`config.mk`:
```
export PLATFORM = sky130hd
export DESIGN_NAME = stim_fetch_flat
export DESIGN_NICKNAME = d
export VERILOG_FILES = /design/src/rtl/stim_fetch_if.sv /design/src/rtl/stim_fetch.sv /design/src/flat_wrapper.sv
export SDC_FILE = /design/constraint.sdc
export NUM_CORES = 1
export LEC_CHECK = 0
export CAP_MARGIN = 5
export CORE_UTILIZATION = 45
export CTS_CLUSTER_DIAMETER = 60
export DETAILED_ROUTE_END_ITERATION = 10
export GPL_TIMING_DRIVEN = 0
export PLACE_DENSITY = 0.75
export RECOVER_POWER = 25
export SLEW_MARGIN = 30
export SYNTH_ARGS = -nofsm -noshare
export SYNTH_HDL_FRONTEND = slang
export SYNTH_SLANG_ARGS = --single-unit
```
`constraint.sdc`:
```
create_clock -name clock -period 2 [get_ports clock]
set_clock_uncertainty 0.2 [all_clocks]
set_input_delay 0.4 -clock clock [delete_from_list [all_inputs] [get_ports clock]]
set_output_delay 0.4 -clock clock [all_outputs]
set_load 0.02 [all_outputs]
```
`src/rtl/stim_fetch_if.sv`:
```
// Avalon-MM read-master bus between stim_fetch and the test-program SRAM.
interface stim_fetch_if #(
  parameter int unsigned ADDR_WIDTH = 20,
  parameter int unsigned DATA_WIDTH = 16
) ();
  logic [ADDR_WIDTH-1:0] mem_address;
  logic                  mem_read;
  logic [DATA_WIDTH-1:0] mem_readdata;
  logic                  mem_waitrequest;

  modport master (
    output mem_address, mem_read,
    input  mem_readdata, mem_waitrequest
  );

  modport slave (
    input  mem_address, mem_read,
    output mem_readdata, mem_waitrequest
  );
endinterface

```
`src/rtl/stim_fetch.sv`:
```
// Test-program walker: reads 4-word records, feeds stimulus/check FIFOs and checker bitmask commands.
// Optional macro STIM_VEC_COUNT_EN adds a saturating vec_count output.
module stim_fetch #(
  parameter int unsigned ADDR_WIDTH = 20,
  parameter int unsigned DATA_WIDTH = 16,
  parameter int unsigned STF_WIDTH  = 24,
  parameter int unsigned RTF_WIDTH  = 24,
  parameter int unsigned ORV_WIDTH  = 8,
  parameter int unsigned CHF_WIDTH  = RTF_WIDTH + ORV_WIDTH + ADDR_WIDTH,
  parameter int unsigned SCC_WIDTH  = 5,
  parameter int unsigned SCD_WIDTH  = 24
) (
  input  logic                  clock,
  input  logic                  reset_n,
  input  logic                  start,
  input  logic [ADDR_WIDTH-1:0] prog_base,
  input  logic [ADDR_WIDTH-1:0] res_base,
  output logic                  busy,
  output logic                  done,
  stim_fetch_if.master          mem,
  output logic [STF_WIDTH-1:0]  sfifo_data,
  output logic                  sfifo_wrreq,
  input  logic                  sfifo_wrfull,
  output logic [CHF_WIDTH-1:0]  cfifo_data,
  output logic                  cfifo_wrreq,
  input  logic                  cfifo_wrfull,
  output logic [SCC_WIDTH-1:0]  sc_cmd,
  output logic [SCD_WIDTH-1:0]  sc_data,
  output logic                  sc_switching,
  input  logic                  sc_ready
`ifdef STIM_VEC_COUNT_EN
  ,
  output logic [15:0]           vec_count
`endif
);

  localparam int unsigned IDX_WIDTH = 2;
  localparam logic [2:0] OP_VEC = 3'b001;
  localparam logic [2:0] OP_BM  = 3'b010;
  localparam logic [SCC_WIDTH-1:0] CMD_BITMASK = SCC_WIDTH'(1);

  typedef enum logic [2:0] {
    S_IDLE, S_FETCH, S_DECODE, S_PUSH, S_WAIT_CHK, S_SEND_CMD, S_DONE
  } state_t;

  state_t                           state_q, state_d;
  logic [ADDR_WIDTH-1:0]            ptr_q, ptr_d;
  logic [ADDR_WIDTH-1:0]            res_q, res_d;
  logic [IDX_WIDTH-1:0]             idx_q, idx_d;
  logic [3:0][DATA_WIDTH-1:0]       words_q, words_d;
  logic                             busy_q, busy_d;
  logic                             done_q, done_d;
  logic                             mem_read_q, mem_read_d;
  logic [ADDR_WIDTH-1:0]            mem_address_q, mem_address_d;
  logic [STF_WIDTH-1:0]             sfifo_data_q, sfifo_data_d;
  logic                             sfifo_wrreq_q, sfifo_wrreq_d;
  logic [CHF_WIDTH-1:0]             cfifo_data_q, cfifo_data_d;
  logic                             cfifo_wrreq_q, cfifo_wrreq_d;
  logic [SCC_WIDTH-1:0]             sc_cmd_q, sc_cmd_d;
  logic [SCD_WIDTH-1:0]             sc_data_q, sc_data_d;
  logic                             sc_switching_q, sc_switching_d;
`ifdef STIM_VEC_COUNT_EN
  logic [15:0]                      vec_count_q, vec_count_d;
`endif

  // Record fields decoded from the captured words
  logic [2:0]           op_rd;
  logic [2:0]           op_rec;
  logic [STF_WIDTH-1:0] field;
  logic [RTF_WIDTH-1:0] expected;
  logic [ORV_WIDTH-1:0] orv;
  logic                 unused_w0;

  assign op_rd     = mem.mem_readdata[DATA_WIDTH-1 -: 3];
  assign op_rec    = words_q[0][DATA_WIDTH-1 -: 3];
  assign field     = STF_WIDTH'({words_q[0][7:0], words_q[1]});
  assign expected  = RTF_WIDTH'({words_q[2], words_q[3][DATA_WIDTH-1:8]});
  assign orv       = ORV_WIDTH'(words_q[3][7:0]);
  assign unused_w0 = &{1'b0, words_q[0][DATA_WIDTH-4:8]};

  // Next-state and next-output logic; outputs are registered from the next state
  always_comb begin
    state_d       = state_q;
    ptr_d         = ptr_q;
    res_d         = res_q;
    idx_d         = idx_q;
    words_d       = words_q;
    sfifo_data_d  = sfifo_data_q;
    cfifo_data_d  = cfifo_data_q;
    sfifo_wrreq_d = 1'b0;
    cfifo_wrreq_d = 1'b0;
`ifdef STIM_VEC_COUNT_EN
    vec_count_d   = vec_count_q;
`endif

    unique case (state_q)
      S_IDLE: begin
        if (start) begin
          ptr_d   = prog_base;
          res_d   = res_base;
          idx_d   = '0;
          state_d = S_FETCH;
`ifdef STIM_VEC_COUNT_EN
          vec_count_d = '0;
`endif
        end
      end
      S_FETCH: begin
        if (!mem.mem_waitrequest) begin
          words_d[idx_q] = mem.mem_readdata;
          ptr_d          = ptr_q + ADDR_WIDTH'(1);
          idx_d          = idx_q + IDX_WIDTH'(1);
          if (idx_q == '0 && op_rd != OP_VEC && op_rd != OP_BM) begin
            state_d = S_DONE;
          end else if (idx_q == IDX_WIDTH'(3)) begin
            state_d = S_DECODE;
          end
        end
      end
      S_DECODE: begin
        if (op_rec == OP_VEC)     state_d = S_PUSH;
        else if (op_rec == OP_BM) state_d = S_WAIT_CHK;
        else                      state_d = S_DONE;
      end
      S_PUSH: begin
        // Both FIFOs must have room so the pair is written atomically
        if (!sfifo_wrfull && !cfifo_wrfull) begin
          sfifo_wrreq_d = 1'b1;
          cfifo_wrreq_d = 1'b1;
          sfifo_data_d  = field;
          cfifo_data_d  = {expected, res_q, orv};
          res_d         = res_q + ADDR_WIDTH'(2);
          idx_d         = '0;
          state_d       = S_FETCH;
`ifdef STIM_VEC_COUNT_EN
          if (vec_count_q != 16'hFFFF) vec_count_d = vec_count_q + 16'd1;
`endif
        end
      end
      S_WAIT_CHK: begin
        if (sc_ready) state_d = S_SEND_CMD;
      end
      S_SEND_CMD: begin
        idx_d   = '0;
        state_d = S_FETCH;
      end
      S_DONE: begin
        state_d = S_IDLE;
      end
      default: begin
        state_d = S_IDLE;
      end
    endcase

    busy_d         = (state_d != S_IDLE) && (state_d != S_DONE);
    done_d         = (state_d == S_DONE);
    mem_read_d     = (state_d == S_FETCH);
    mem_address_d  = ptr_d;
    sc_switching_d = (state_d == S_WAIT_CHK) || (state_d == S_SEND_CMD);
    sc_cmd_d       = (state_d == S_SEND_CMD) ? CMD_BITMASK : '0;
    sc_data_d      = (state_d == S_SEND_CMD) ? SCD_WIDTH'(field) : '0;
  end

  always_ff @(posedge clock or negedge reset_n) begin
    if (!reset_n) begin
      state_q        <= S_IDLE;
      ptr_q          <= '0;
      res_q          <= '0;
      idx_q          <= '0;
      words_q        <= '0;
      busy_q         <= 1'b0;
      done_q         <= 1'b0;
      mem_read_q     <= 1'b0;
      mem_address_q  <= '0;
      sfifo_data_q   <= '0;
      sfifo_wrreq_q  <= 1'b0;
      cfifo_data_q   <= '0;
      cfifo_wrreq_q  <= 1'b0;
      sc_cmd_q       <= '0;
      sc_data_q      <= '0;
      sc_switching_q <= 1'b0;
`ifdef STIM_VEC_COUNT_EN
      vec_count_q    <= '0;
`endif
    end else begin
      state_q        <= state_d;
      ptr_q          <= ptr_d;
      res_q          <= res_d;
      idx_q          <= idx_d;
      words_q        <= words_d;
      busy_q         <= busy_d;
      done_q         <= done_d;
      mem_read_q     <= mem_read_d;
      mem_address_q  <= mem_address_d;
      sfifo_data_q   <= sfifo_data_d;
      sfifo_wrreq_q  <= sfifo_wrreq_d;
      cfifo_data_q   <= cfifo_data_d;
      cfifo_wrreq_q  <= cfifo_wrreq_d;
      sc_cmd_q       <= sc_cmd_d;
      sc_data_q      <= sc_data_d;
      sc_switching_q <= sc_switching_d;
`ifdef STIM_VEC_COUNT_EN
      vec_count_q    <= vec_count_d;
`endif
    end
  end

  assign busy            = busy_q;
  assign done            = done_q;
  assign mem.mem_read    = mem_read_q;
  assign mem.mem_address = mem_address_q;
  assign sfifo_data      = sfifo_data_q;
  assign sfifo_wrreq     = sfifo_wrreq_q;
  assign cfifo_data      = cfifo_data_q;
  assign cfifo_wrreq     = cfifo_wrreq_q;
  assign sc_cmd          = sc_cmd_q;
  assign sc_data         = sc_data_q;
  assign sc_switching    = sc_switching_q;
`ifdef STIM_VEC_COUNT_EN
  assign vec_count       = vec_count_q;
`endif

endmodule

```
`src/flat_wrapper.sv`:
```
// flat-port wrapper written by rule: the top's interface ports become plain ports
module stim_fetch_flat 
#(
  parameter int unsigned ADDR_WIDTH = 20,
  parameter int unsigned DATA_WIDTH = 16,
  parameter int unsigned STF_WIDTH  = 24,
  parameter int unsigned RTF_WIDTH  = 24,
  parameter int unsigned ORV_WIDTH  = 8,
  parameter int unsigned CHF_WIDTH  = RTF_WIDTH + ORV_WIDTH + ADDR_WIDTH,
  parameter int unsigned SCC_WIDTH  = 5,
  parameter int unsigned SCD_WIDTH  = 24
)
  (clock, reset_n, start, prog_base, res_base, busy, done, sfifo_data, sfifo_wrreq, sfifo_wrfull, cfifo_data, cfifo_wrreq, cfifo_wrfull, sc_cmd, sc_data, sc_switching, sc_ready, mem_mem_address, mem_mem_read, mem_mem_readdata, mem_mem_waitrequest);
  stim_fetch_if #(.ADDR_WIDTH(ADDR_WIDTH), .DATA_WIDTH(DATA_WIDTH)) mem_i ();
  input  logic clock;
  input  logic reset_n;
  input  logic start;
  input  logic [ADDR_WIDTH-1:0] prog_base;
  input  logic [ADDR_WIDTH-1:0] res_base;
  output logic busy;
  output logic done;
  output logic [STF_WIDTH-1:0] sfifo_data;
  output logic sfifo_wrreq;
  input  logic sfifo_wrfull;
  output logic [CHF_WIDTH-1:0] cfifo_data;
  output logic cfifo_wrreq;
  input  logic cfifo_wrfull;
  output logic [SCC_WIDTH-1:0] sc_cmd;
  output logic [SCD_WIDTH-1:0] sc_data;
  output logic sc_switching;
  input  logic sc_ready;
  output wire logic [$bits(mem_i.mem_address)-1:0] mem_mem_address;
  output wire logic [$bits(mem_i.mem_read)-1:0] mem_mem_read;
  input wire logic [$bits(mem_i.mem_readdata)-1:0] mem_mem_readdata;
  input wire logic [$bits(mem_i.mem_waitrequest)-1:0] mem_mem_waitrequest;
  assign mem_mem_address = mem_i.mem_address;
  assign mem_mem_read = mem_i.mem_read;
  assign mem_i.mem_readdata = mem_mem_readdata;
  assign mem_i.mem_waitrequest = mem_mem_waitrequest;
  stim_fetch #(.ADDR_WIDTH(ADDR_WIDTH), .DATA_WIDTH(DATA_WIDTH), .STF_WIDTH(STF_WIDTH), .RTF_WIDTH(RTF_WIDTH), .ORV_WIDTH(ORV_WIDTH), .CHF_WIDTH(CHF_WIDTH), .SCC_WIDTH(SCC_WIDTH), .SCD_WIDTH(SCD_WIDTH)) u_core (.clock(clock), .reset_n(reset_n), .start(start), .prog_base(prog_base), .res_base(res_base), .busy(busy), .done(done), .mem(mem_i), .sfifo_data(sfifo_data), .sfifo_wrreq(sfifo_wrreq), .sfifo_wrfull(sfifo_wrfull), .cfifo_data(cfifo_data), .cfifo_wrreq(cfifo_wrreq), .cfifo_wrfull(cfifo_wrfull), .sc_cmd(sc_cmd), .sc_data(sc_data), .sc_switching(sc_switching), .sc_ready(sc_ready));
endmodule
```
==> flow_summary.html, run 1 <==
<table>
<tr><th>Metric</th><th>Value</th></tr>
<tr><th colspan="2">Critical path</th></tr>
<tr><td>Required time of the critical path</td><td>around 2.3 ns</td></tr>
<tr><td>R2r worst-path depth</td><td>5</td></tr>
<tr><td>Setup Crit Path Kind</td><td>flop to flop</td></tr>
<tr><td>Internal reg-to-reg setup slack</td><td>between 0.005 and 0.006 ns</td></tr>
<tr><td>Arrival time worst endpoint</td><td>approximately 2.3 ns</td></tr>
<tr><td>Maximum fanout along the worst path</td><td>4</td></tr>
<tr><td>Endpoint class of the critical path</td><td>flop</td></tr>
<tr><td>Category of the worst setup path launch point</td><td>flop</td></tr>
<tr><th colspan="2">Logic synthesis</th></tr>
<tr><td>Main area contributors after synthesis</td><td>sky130_fd_sc_hd__dfrtp_1 57%, sky130_fd_sc_hd__mux2_2 9.5%, sky130_fd_sc_hd__nand2_1 8.3%</td></tr>
<tr><td>Flip-flop cell with the highest count after synthesis</td><td>sky130_fd_sc_hd__dfrtp_1</td></tr>
<tr><td>Largest area contributor in the synthesized netlist</td><td>sky130_fd_sc_hd__dfrtp_1</td></tr>
<tr><td>Share of the synthesized area in the top cell type</td><td>57.3%</td></tr>
<tr><td>Synthesized instance count</td><td>between 800 and 900</td></tr>
<tr><td>Number of different library cells in the post-synthesis netlist</td><td>between 60 and 70</td></tr>
<tr><td>Total standard cell area after synthesis</td><td>between 0.009 and 0.01 mm2</td></tr>
<tr><td>Number of enable flip-flop cells after synthesis</td><td>0</td></tr>
<tr><td>Syn. warnings</td><td>0</td></tr>
<tr><td>Yosys reg bits</td><td>210</td></tr>
<tr><td>Part of the Yosys area used for sequential elements</td><td>a little under three fifths</td></tr>
<tr><td>Avg Cell Area, Syn</td><td>10.8 um2</td></tr>
<tr><td>Async set or reset register ratio after synthesis</td><td>100%</td></tr>
<tr><th colspan="2">GRT</th></tr>
<tr><td>Largest net degree at the start of global routing</td><td>about 90</td></tr>
<tr><td>GRT Total Usage</td><td>a little under a quarter</td></tr>
<tr><td>Global route overflow</td><td>0</td></tr>
<tr><td>Via count of the first global-routing pass</td><td>~7000</td></tr>
<tr><td>Number of antenna violations at the first check in global routing</td><td>0</td></tr>
<tr><td>Global-route wire length before repair</td><td>around 38 mm</td></tr>
<tr><th colspan="2">CTS</th></tr>
<tr><td>Depth of the CTS H-tree</td><td>1</td></tr>
<tr><td>Clock tree from TritonCTS</td><td>built</td></tr>
<tr><td>CTS Buffer Depth</td><td>3</td></tr>
<tr><td>Clock edge transition at the registers on the reported setup and hold paths</td><td>about 0.060 ns</td></tr>
<tr><td>Number of sinks handled by clock tree synthesis</td><td>210</td></tr>
<tr><td>TritonCTS buffer count</td><td>23</td></tr>
<tr><td>Clock latency on the worst-skew pair</td><td>0.52 ns</td></tr>
<tr><td>Root buffer selected by CTS</td><td>sky130_fd_sc_hd__clkbuf_16</td></tr>
<tr><th colspan="2">Min path</th></tr>
<tr><td>Worst min-delay path class</td><td>primary input to flop</td></tr>
<tr><td>Worst hold path cell count</td><td>3</td></tr>
<tr><th colspan="2">STA</th></tr>
<tr><td>Worst slew slack as a fraction of its limit</td><td>around 44%</td></tr>
<tr><td>Final slew viol count</td><td>0</td></tr>
<tr><td>Maximum achievable frequency</td><td>approximately 500 MHz</td></tr>
<tr><td>Final min period</td><td>~2 ns</td></tr>
<tr><td>Total Negative Setup Slacks</td><td>0 ns</td></tr>
<tr><td>Part of the cycle the worst path needs</td><td>99.7%</td></tr>
<tr><td>Transition time of the tightest slew-check pin</td><td>0.841 ns</td></tr>
<tr><td>Hold Fails Final Rpt</td><td>0</td></tr>
<tr><td>Setup-violating endpoint count in the final report</td><td>0</td></tr>
<tr><td>Setup repair after global routing missed its margin</td><td>true</td></tr>
<tr><th colspan="2">Power and ir drop</th></tr>
<tr><td>Total power of the final layout</td><td>between 0.015 and 0.02 W</td></tr>
<tr><td>Power per unit of standard cell area</td><td>~1500 mW/mm2</td></tr>
<tr><td>Leakage</td><td>around 6.2 nW</td></tr>
<tr><td>Worst IR drop on VDD</td><td>around 880 uV</td></tr>
<tr><th colspan="2">Finish</th></tr>
<tr><td>Commonest non-fill, non-tap cell in the layout</td><td>sky130_fd_sc_hd__dfrtp_1</td></tr>
<tr><td># diodes</td><td>0</td></tr>
<tr><td>Final net count</td><td>around 1200</td></tr>
<tr><td>Synth-to-Final Area Change</td><td>37.3%</td></tr>
<tr><td>Proportion of layout cells with a drive suffix above 1</td><td>between 20% and 30%</td></tr>
<tr><td>Highest-count cells in the layout ignoring fill and taps</td><td>205 x sky130_fd_sc_hd__dfrtp_1, 201 x sky130_fd_sc_hd__nand2_1, 126 x sky130_fd_sc_hd__dlygate4sd2_1, 77 x sky130_fd_sc_hd__mux2_2, 61 x sky130_fd_sc_hd__clkdlybuf4s50_1</td></tr>
<tr><th colspan="2">Place</th></tr>
<tr><td>Total half-perimeter wirelength after legalization and detailed placement</td><td>16.3 mm</td></tr>
<tr><td>Gpl congestion</td><td>around 0.87</td></tr>
<tr><td>Number of I/O port buffers</td><td>between 150 and 200</td></tr>
<tr><th colspan="2">Detailed routing</th></tr>
<tr><td>Post-detailed-route wirelength per cell</td><td>18.0 um</td></tr>
<tr><td>Total via count after detailed routing</td><td>roughly 7300</td></tr>
<tr><td>DRC violation count after routing</td><td>0</td></tr>
<tr><td>Sum of routed wire length over all layers</td><td>about 25 mm</td></tr>
<tr><td>Post-DR vias/cell</td><td>5.35</td></tr>
<tr><td>DRC violation total after the first TritonRoute iteration</td><td>roughly 330</td></tr>
<tr><td>First-pass iteration count of the detailed router</td><td>5</td></tr>
<tr><td>Post-route antenna net violation count</td><td>0</td></tr>
<tr><th colspan="2">Die</th></tr>
<tr><td>Std-Cell Core Area</td><td>roughly 0.020 mm2</td></tr>
<tr><td>Initial core utilization</td><td>a little under half</td></tr>
<tr><td>Die extent in x</td><td>around 140 um</td></tr>
<tr><td>Die area</td><td>0.0210 mm2</td></tr>
<tr><td>Height of the die</td><td>approximately 140 um</td></tr>
<tr><td>Number of cell rows</td><td>51</td></tr>
<tr><td>I/O pin cnt</td><td>194</td></tr>
<tr><th colspan="2">Run status</th></tr>
<tr><td>Run status</td><td>finished clean</td></tr>
<tr><th colspan="2">Run</th></tr>
<tr><td>Max Cap Viol</td><td>0</td></tr>
</table>
## logic make-up after synthesis
family	after synthesis	share of synthesized area [%]
mux	84	10.2
compound gates	124	9.11
xor+xnor	1	0.0955
buf+inv	67	3.71
other cells	1	0.0409
fa+ha+maj	6	0.818
simple gates	356	18.7
flops	210	57.3
## sequential cells by signal (all words and copies together), names as in the netlist, 2 cells and up
signal             count
u_core.state_q         3
u_core.field          24
u_core.ptr_q          20
u_core.expected       24
u_core.cfifo_data     52
u_core.idx_q           2
u_core.op_rec          3
u_core.orv             8
u_core.sc_data        24
u_core.sfifo_data     24
u_core.res_q          20
## path summary, 6_finish.rpt
path / to / startpoint
max in group asynchronous: u_core.sc_data[19] / reset_n
min in group asynchronous: u_core.ptr_q[2] / reset_n
worst min register to register: u_core.cfifo_data[28] / u_core.expected[0]
worst min-delay path: u_core.res_q[10] / res_base[10]
worst max register to register: u_core.res_q[15] / u_core.res_q[2]
worst max-delay path: u_core.res_q[15] / u_core.res_q[2]
## layer usage
layer  GRT usage (%)  vias up  routed length, um
met1            32.3     3659              11000
met3            3.16       28               1250
met5               0        -                  0
met2            38.3      218              12000
li1                -     3434                  -
met4            6.32        0                429
## per-stage QoR
stage,hold slack [ns],utilization (%),std cells,instance area (um2),setup WS (ns)
global route,0.273,63.8,1372,12600,-0.0525
global placement,0.237,57.9,1306,11400,-9.25
floorplan,-0.0956,-,852,9190,0.00328
finish,0.259,63.8,1372,12600,0.00584
detailed placement,0.167,58.2,1308,11500,-0.759
CTS,0.223,62.7,1360,12400,-0.00180
## where the power goes
part	leakage [nW]	switching (W)	internal, W
Sequential	2.63	0.00127	0.00599
Combinational	3.18	0.00432	0.00353
Clock	0.387	0.00173	0.00263
Total	6.20	0.00732	0.0122
## cell usage after synthesis (all sizes together) (8+ instances only)
library cell,number
dfrtp,210
nand2,206
mux2,77
buf,40
and2,35
a21oi,30
o21ai,26
nand3,24
nor2,20
nand4,17
clkbuf,16
a2bb2oi,11
and3,11
inv,11
o22ai,10
a211oi,8
## repair_timing
action	CTS	global route
pin swaps	5	12
gates cloned	0	3
gates resized for setup	184	50
setup buffers	11	11
hold endpoints to repair	55	0
hold buffers	1	0
endpoints found under the setup margin	321	147
## critical path, cell delays in order, from the launching register on
cell                      delay [ns]
sky130_fd_sc_hd__dfrtp_1        0.42
sky130_fd_sc_hd__ha_4           0.18
sky130_fd_sc_hd__nand4_1        0.13
sky130_fd_sc_hd__or3_4          0.44
sky130_fd_sc_hd__or4b_1         0.47
sky130_fd_sc_hd__nand4_1        0.09
## cell type report
type | instances | area, um2
Clock buffer | 31 | 636
Buffer | 52 | 449
Tap cell | 265 | 332
Multi-Input combinational cell | 575 | 3730
Inverter | 11 | 43.8
Fill cell | 1578 | 7130
Timing Repair Buffer | 217 | 1990
Sequential cell | 210 | 5260
Clock inverter | 11 | 148
No activity file was read; power rests on OpenSTA's default activity.
==> run 2, diff against run 1 <==
--- a/config.mk
+++ b/config.mk
@@ -12,6 +12,7 @@
 export GPL_TIMING_DRIVEN = 0
 export PLACE_DENSITY = 0.75
 export RECOVER_POWER = 25
+export SKIP_CTS_REPAIR_TIMING = 1
 export SLEW_MARGIN = 30
 export SYNTH_ARGS = -nofsm -noshare
 export SYNTH_HDL_FRONTEND = slang
==> run 2 against run 1 <==
The run now ends with negative setup slack left. Sequential power about the same. Clock-buffer cell count unchanged. Clock power about the same. Die area unchanged.
==> flow_summary.html, run 2 (synthesis results as in run 1) <==
<table>
<tr><th>Metric</th><th>Value</th></tr>
<tr><th colspan="2">Power and ir drop</th></tr>
<tr><td>Power per unit of standard cell area</td><td>1530 mW/mm2 (was 1550 mW/mm2)</td></tr>
<tr><td>Leakage</td><td>7.57 nW (was 6.20 nW)</td></tr>
<tr><td>Worst IR drop on VDD</td><td>877 uV (was 879 uV)</td></tr>
<tr><th colspan="2">CTS</th></tr>
<tr><td>Clock tree from TritonCTS</td><td>built (unchanged)</td></tr>
<tr><td>Clock edge transition at the registers on the reported setup and hold paths</td><td>0.06 ns (about the same)</td></tr>
<tr><td>TritonCTS buffer count</td><td>23 (unchanged)</td></tr>
<tr><td>CTS Buffer Depth</td><td>3 (unchanged)</td></tr>
<tr><td>Depth of the CTS H-tree</td><td>1 (unchanged)</td></tr>
<tr><td>Root buffer selected by CTS</td><td>sky130_fd_sc_hd__clkbuf_16 (unchanged)</td></tr>
<tr><td>Clock latency on the worst-skew pair</td><td>0.52 ns (about the same)</td></tr>
<tr><td>Number of sinks handled by clock tree synthesis</td><td>210 (unchanged)</td></tr>
<tr><th colspan="2">Detailed routing</th></tr>
<tr><td>Post-route antenna net violation count</td><td>0 (unchanged)</td></tr>
<tr><td>DRC violation count after routing</td><td>0 (unchanged)</td></tr>
<tr><td>DRC violation total after the first TritonRoute iteration</td><td>407 (was 327)</td></tr>
<tr><td>Sum of routed wire length over all layers</td><td>25.0 mm (was 24.6 mm)</td></tr>
<tr><td>Total via count after detailed routing</td><td>7321 (was 7339)</td></tr>
<tr><td>First-pass iteration count of the detailed router</td><td>5 (unchanged)</td></tr>
<tr><td>Post-detailed-route wirelength per cell</td><td>18.3 um (was 18.0 um)</td></tr>
<tr><td>Post-DR vias/cell</td><td>5.35 (about the same)</td></tr>
<tr><th colspan="2">Min path</th></tr>
<tr><td>Worst hold path cell count</td><td>3 (unchanged)</td></tr>
<tr><td>Terminating pin of the worst hold path</td><td>u_core.idx_q[0] (was u_core.res_q[10])</td></tr>
<tr><td>Worst min-delay path class</td><td>primary input to flop (unchanged)</td></tr>
<tr><td>Hold Path Origin</td><td>mem_mem_waitrequest (was res_base[10])</td></tr>
<tr><th colspan="2">Finish</th></tr>
<tr><td>Largest register FFs</td><td>52 (unchanged)</td></tr>
<tr><td>Fillers</td><td>1459 (was 1578)</td></tr>
<tr><td>Area of the multi-input gates</td><td>0.00372 mm2 (was 0.00373 mm2)</td></tr>
<tr><td>Synth-to-Final Area Change</td><td>42.2% (was 37.3%)</td></tr>
<tr><td>Final net count</td><td>1155 (was 1159)</td></tr>
<tr><td># diodes</td><td>0 (unchanged)</td></tr>
<tr><td>Proportion of layout cells with a drive suffix above 1</td><td>20.4% (was 20.9%)</td></tr>
<tr><td>Post-route cell area</td><td>0.0130 mm2 (was 0.0126 mm2)</td></tr>
<tr><td>Area taken by flip-flops and latches</td><td>0.00526 mm2 (about the same)</td></tr>
<tr><td>Commonest non-fill, non-tap cell in the layout</td><td>sky130_fd_sc_hd__dfrtp_1 (unchanged)</td></tr>
<tr><td>Highest-count cells in the layout ignoring fill and taps</td><td>204 x sky130_fd_sc_hd__dfrtp_1, 203 x sky130_fd_sc_hd__nand2_1, 128 x sky130_fd_sc_hd__dlymetal6s2s_1, 77 x sky130_fd_sc_hd__mux2_2, 60 x sky130_fd_sc_hd__clkdlybuf4s50_1 (was 205 x sky130_fd_sc_hd__dfrtp_1, 201 x sky130_fd_sc_hd__nand2_1, 126 x sky130_fd_sc_hd__dlygate4sd2_1, 77 x sky130_fd_sc_hd__mux2_2, 61 x sky130_fd_sc_hd__clkdlybuf4s50_1)</td></tr>
<tr><th colspan="2">GRT</th></tr>
<tr><td>Global-route wire length before repair</td><td>37.0 mm (was 37.6 mm)</td></tr>
<tr><td>Global route overflow</td><td>0 (unchanged)</td></tr>
<tr><td>Number of antenna violations at the first check in global routing</td><td>0 (unchanged)</td></tr>
<tr><td>Via count of the first global-routing pass</td><td>7002 (was 7076)</td></tr>
<tr><td>Largest net degree at the start of global routing</td><td>88 (unchanged)</td></tr>
<tr><td>GRT Total Usage</td><td>22.9% (was 23.3%)</td></tr>
<tr><th colspan="2">Die</th></tr>
<tr><td>I/O pin cnt</td><td>194 (unchanged)</td></tr>
<tr><td>Number of cell rows</td><td>51 (unchanged)</td></tr>
<tr><td>Initial core utilization</td><td>46.5% (unchanged)</td></tr>
<tr><td>Std-Cell Core Area</td><td>0.0197 mm2 (unchanged)</td></tr>
<tr><td>Die area</td><td>0.0210 mm2 (unchanged)</td></tr>
<tr><td>Height of the die</td><td>145 um (unchanged)</td></tr>
<tr><td>Die extent in x</td><td>145 um (unchanged)</td></tr>
<tr><th colspan="2">Critical path</th></tr>
<tr><td>Internal reg-to-reg setup slack</td><td>-0.03 ns (was 0.006 ns)</td></tr>
<tr><td>Arrival time worst endpoint</td><td>2.28 ns (was 2.25 ns)</td></tr>
<tr><td>Required time of the critical path</td><td>2.25 ns (about the same)</td></tr>
<tr><td>Endpoint of the lowest-slack register-to-register path</td><td>u_core.res_q[15] (unchanged)</td></tr>
<tr><td>Maximum fanout along the worst path</td><td>5 (was 4)</td></tr>
<tr><td>Reg2Reg Launch Point</td><td>u_core.res_q[1] (was u_core.res_q[2])</td></tr>
<tr><td>Endpoint class of the critical path</td><td>flop (unchanged)</td></tr>
<tr><td>Setup Crit Path Kind</td><td>flop to flop (unchanged)</td></tr>
<tr><td>R2r worst-path depth</td><td>5 (unchanged)</td></tr>
<tr><td>Category of the worst setup path launch point</td><td>flop (unchanged)</td></tr>
<tr><th colspan="2">Place</th></tr>
<tr><td>Number of I/O port buffers</td><td>189 (unchanged)</td></tr>
<tr><td>Total half-perimeter wirelength after legalization and detailed placement</td><td>16.3 mm (unchanged)</td></tr>
<tr><td>Area post-placement</td><td>0.0115 mm2 (unchanged)</td></tr>
<tr><td>Gpl congestion</td><td>0.869 (unchanged)</td></tr>
<tr><th colspan="2">STA</th></tr>
<tr><td>Setup repair after global routing missed its margin</td><td>true (unchanged)</td></tr>
<tr><td>Setup ws final</td><td>-0.0338 ns (was 0.00584 ns)</td></tr>
<tr><td>Maximum achievable frequency</td><td>492 MHz (was 501 MHz)</td></tr>
<tr><td>Transition time of the tightest slew-check pin</td><td>0.827 ns (was 0.841 ns)</td></tr>
<tr><td>Worst slew slack as a fraction of its limit</td><td>44.8% (was 44.0%)</td></tr>
<tr><td>Final min period</td><td>2.03 ns (was 1.99 ns)</td></tr>
<tr><td>Setup-violating endpoint count in the final report</td><td>1 (was 0)</td></tr>
<tr><td>Part of the cycle the worst path needs</td><td>102% (was 99.7%)</td></tr>
<tr><td>Hold Fails Final Rpt</td><td>0 (unchanged)</td></tr>
<tr><td>Final Hold Slack</td><td>0.154 ns (was 0.259 ns)</td></tr>
<tr><td>Final slew viol count</td><td>0 (unchanged)</td></tr>
<tr><th colspan="2">Run status</th></tr>
<tr><td>Failing checks</td><td>negative setup slack</td></tr>
<tr><td>Run status</td><td>finished, violations left (was finished clean)</td></tr>
<tr><th colspan="2">Run</th></tr>
<tr><td>Max Cap Viol</td><td>0 (unchanged)</td></tr>
</table>
[run 2: changes by cell type in the layout (fill, tap and decap cells not counted), moves of 2 or more]
| cell | before | now |
|---|---|---|
| sky130_fd_sc_hd__dlymetal6s2s_1 | 0 | 128 |
| sky130_fd_sc_hd__dlygate4sd2_1 | 126 | 0 |
| sky130_fd_sc_hd__buf_6 | 15 | 13 |
| sky130_fd_sc_hd__nand2_1 | 201 | 203 |
| sky130_fd_sc_hd__nand2_2 | 3 | 0 |
| sky130_fd_sc_hd__buf_12 | 3 | 6 |
| sky130_fd_sc_hd__buf_2 | 14 | 12 |
| sky130_fd_sc_hd__buf_4 | 28 | 26 |
[run 2: layer usage]
metal	GRT usage (%)	part of all wire [%]
met4	6.20	1.7
met3	3.22	5.3
met2	37.3	49
met5	0	0
met1	32.1	44
[run 2: stage by stage]
stage | util, % | power (W) | setup slack [ns] | setup TNS [ns] | std cells
finish | 66.1 | 0.0199 | -0.0338 | -0.0338 | 1368
CTS | 62.1 | 0.0194 | -0.303 | -45.35 | 1350
global route | 66.1 | 0.0211 | -0.0794 | -0.846 | 1368
detailed placement | 58.2 | 0.0150 | -0.759 | -96.37 | 1308
global placement | 57.9 | 0.0148 | -9.25 | -1876.97 | 1306
floorplan | - | 0.0117 | 0.00328 | 0 | 852
[run 2: worst max-delay path by stage]
stage / startpoint / depth (start not counted) / slack, ns / endpoint
floorplan: u_core.ptr_q[0] / 6 / 0.003 / u_core.ptr_q[14]
global placement: reset_n / 1 / -9.25 / u_core.ptr_q[0]
detailed placement: mem_mem_waitrequest / 5 / -0.76 / u_core.field[8]
CTS: u_core.state_q[0] / 6 / -0.30 / u_core.res_q[7]
global route: u_core.res_q[1] / 5 / -0.08 / u_core.res_q[15]
finish: u_core.res_q[1] / 5 / -0.03 / u_core.res_q[15]
[run 2: report_power, final]
part | internal [W] | switching, W | total [W]
Clock | 0.00263 | 0.00175 | 0.00438
Combinational | 0.00399 | 0.00430 | 0.00829
Sequential | 0.00599 | 0.00129 | 0.00728
Total | 0.0126 | 0.00733 | 0.0199
[run 2: critical path, cell delays in order (launching register included)]
cell	delay, ns
sky130_fd_sc_hd__dfrtp_2	0.42
sky130_fd_sc_hd__ha_4	0.17
sky130_fd_sc_hd__nand4_1	0.18
sky130_fd_sc_hd__or3_4	0.44
sky130_fd_sc_hd__or4b_1	0.47
sky130_fd_sc_hd__nand4_1	0.09
[run 2: final cells by class]
| class | count | share of cell area, % |
|---|---|---|
| sequential | 210 | 40.3 |
| multi-input combinational | 575 | 28.5 |
| timing repair buffer | 213 | 19.0 |
| clock buffer | 31 | 4.87 |
| buffer | 52 | 3.23 |
| tap | 265 | 2.54 |
| clock inverter | 11 | 1.13 |
| inverter | 11 | 0.336 |
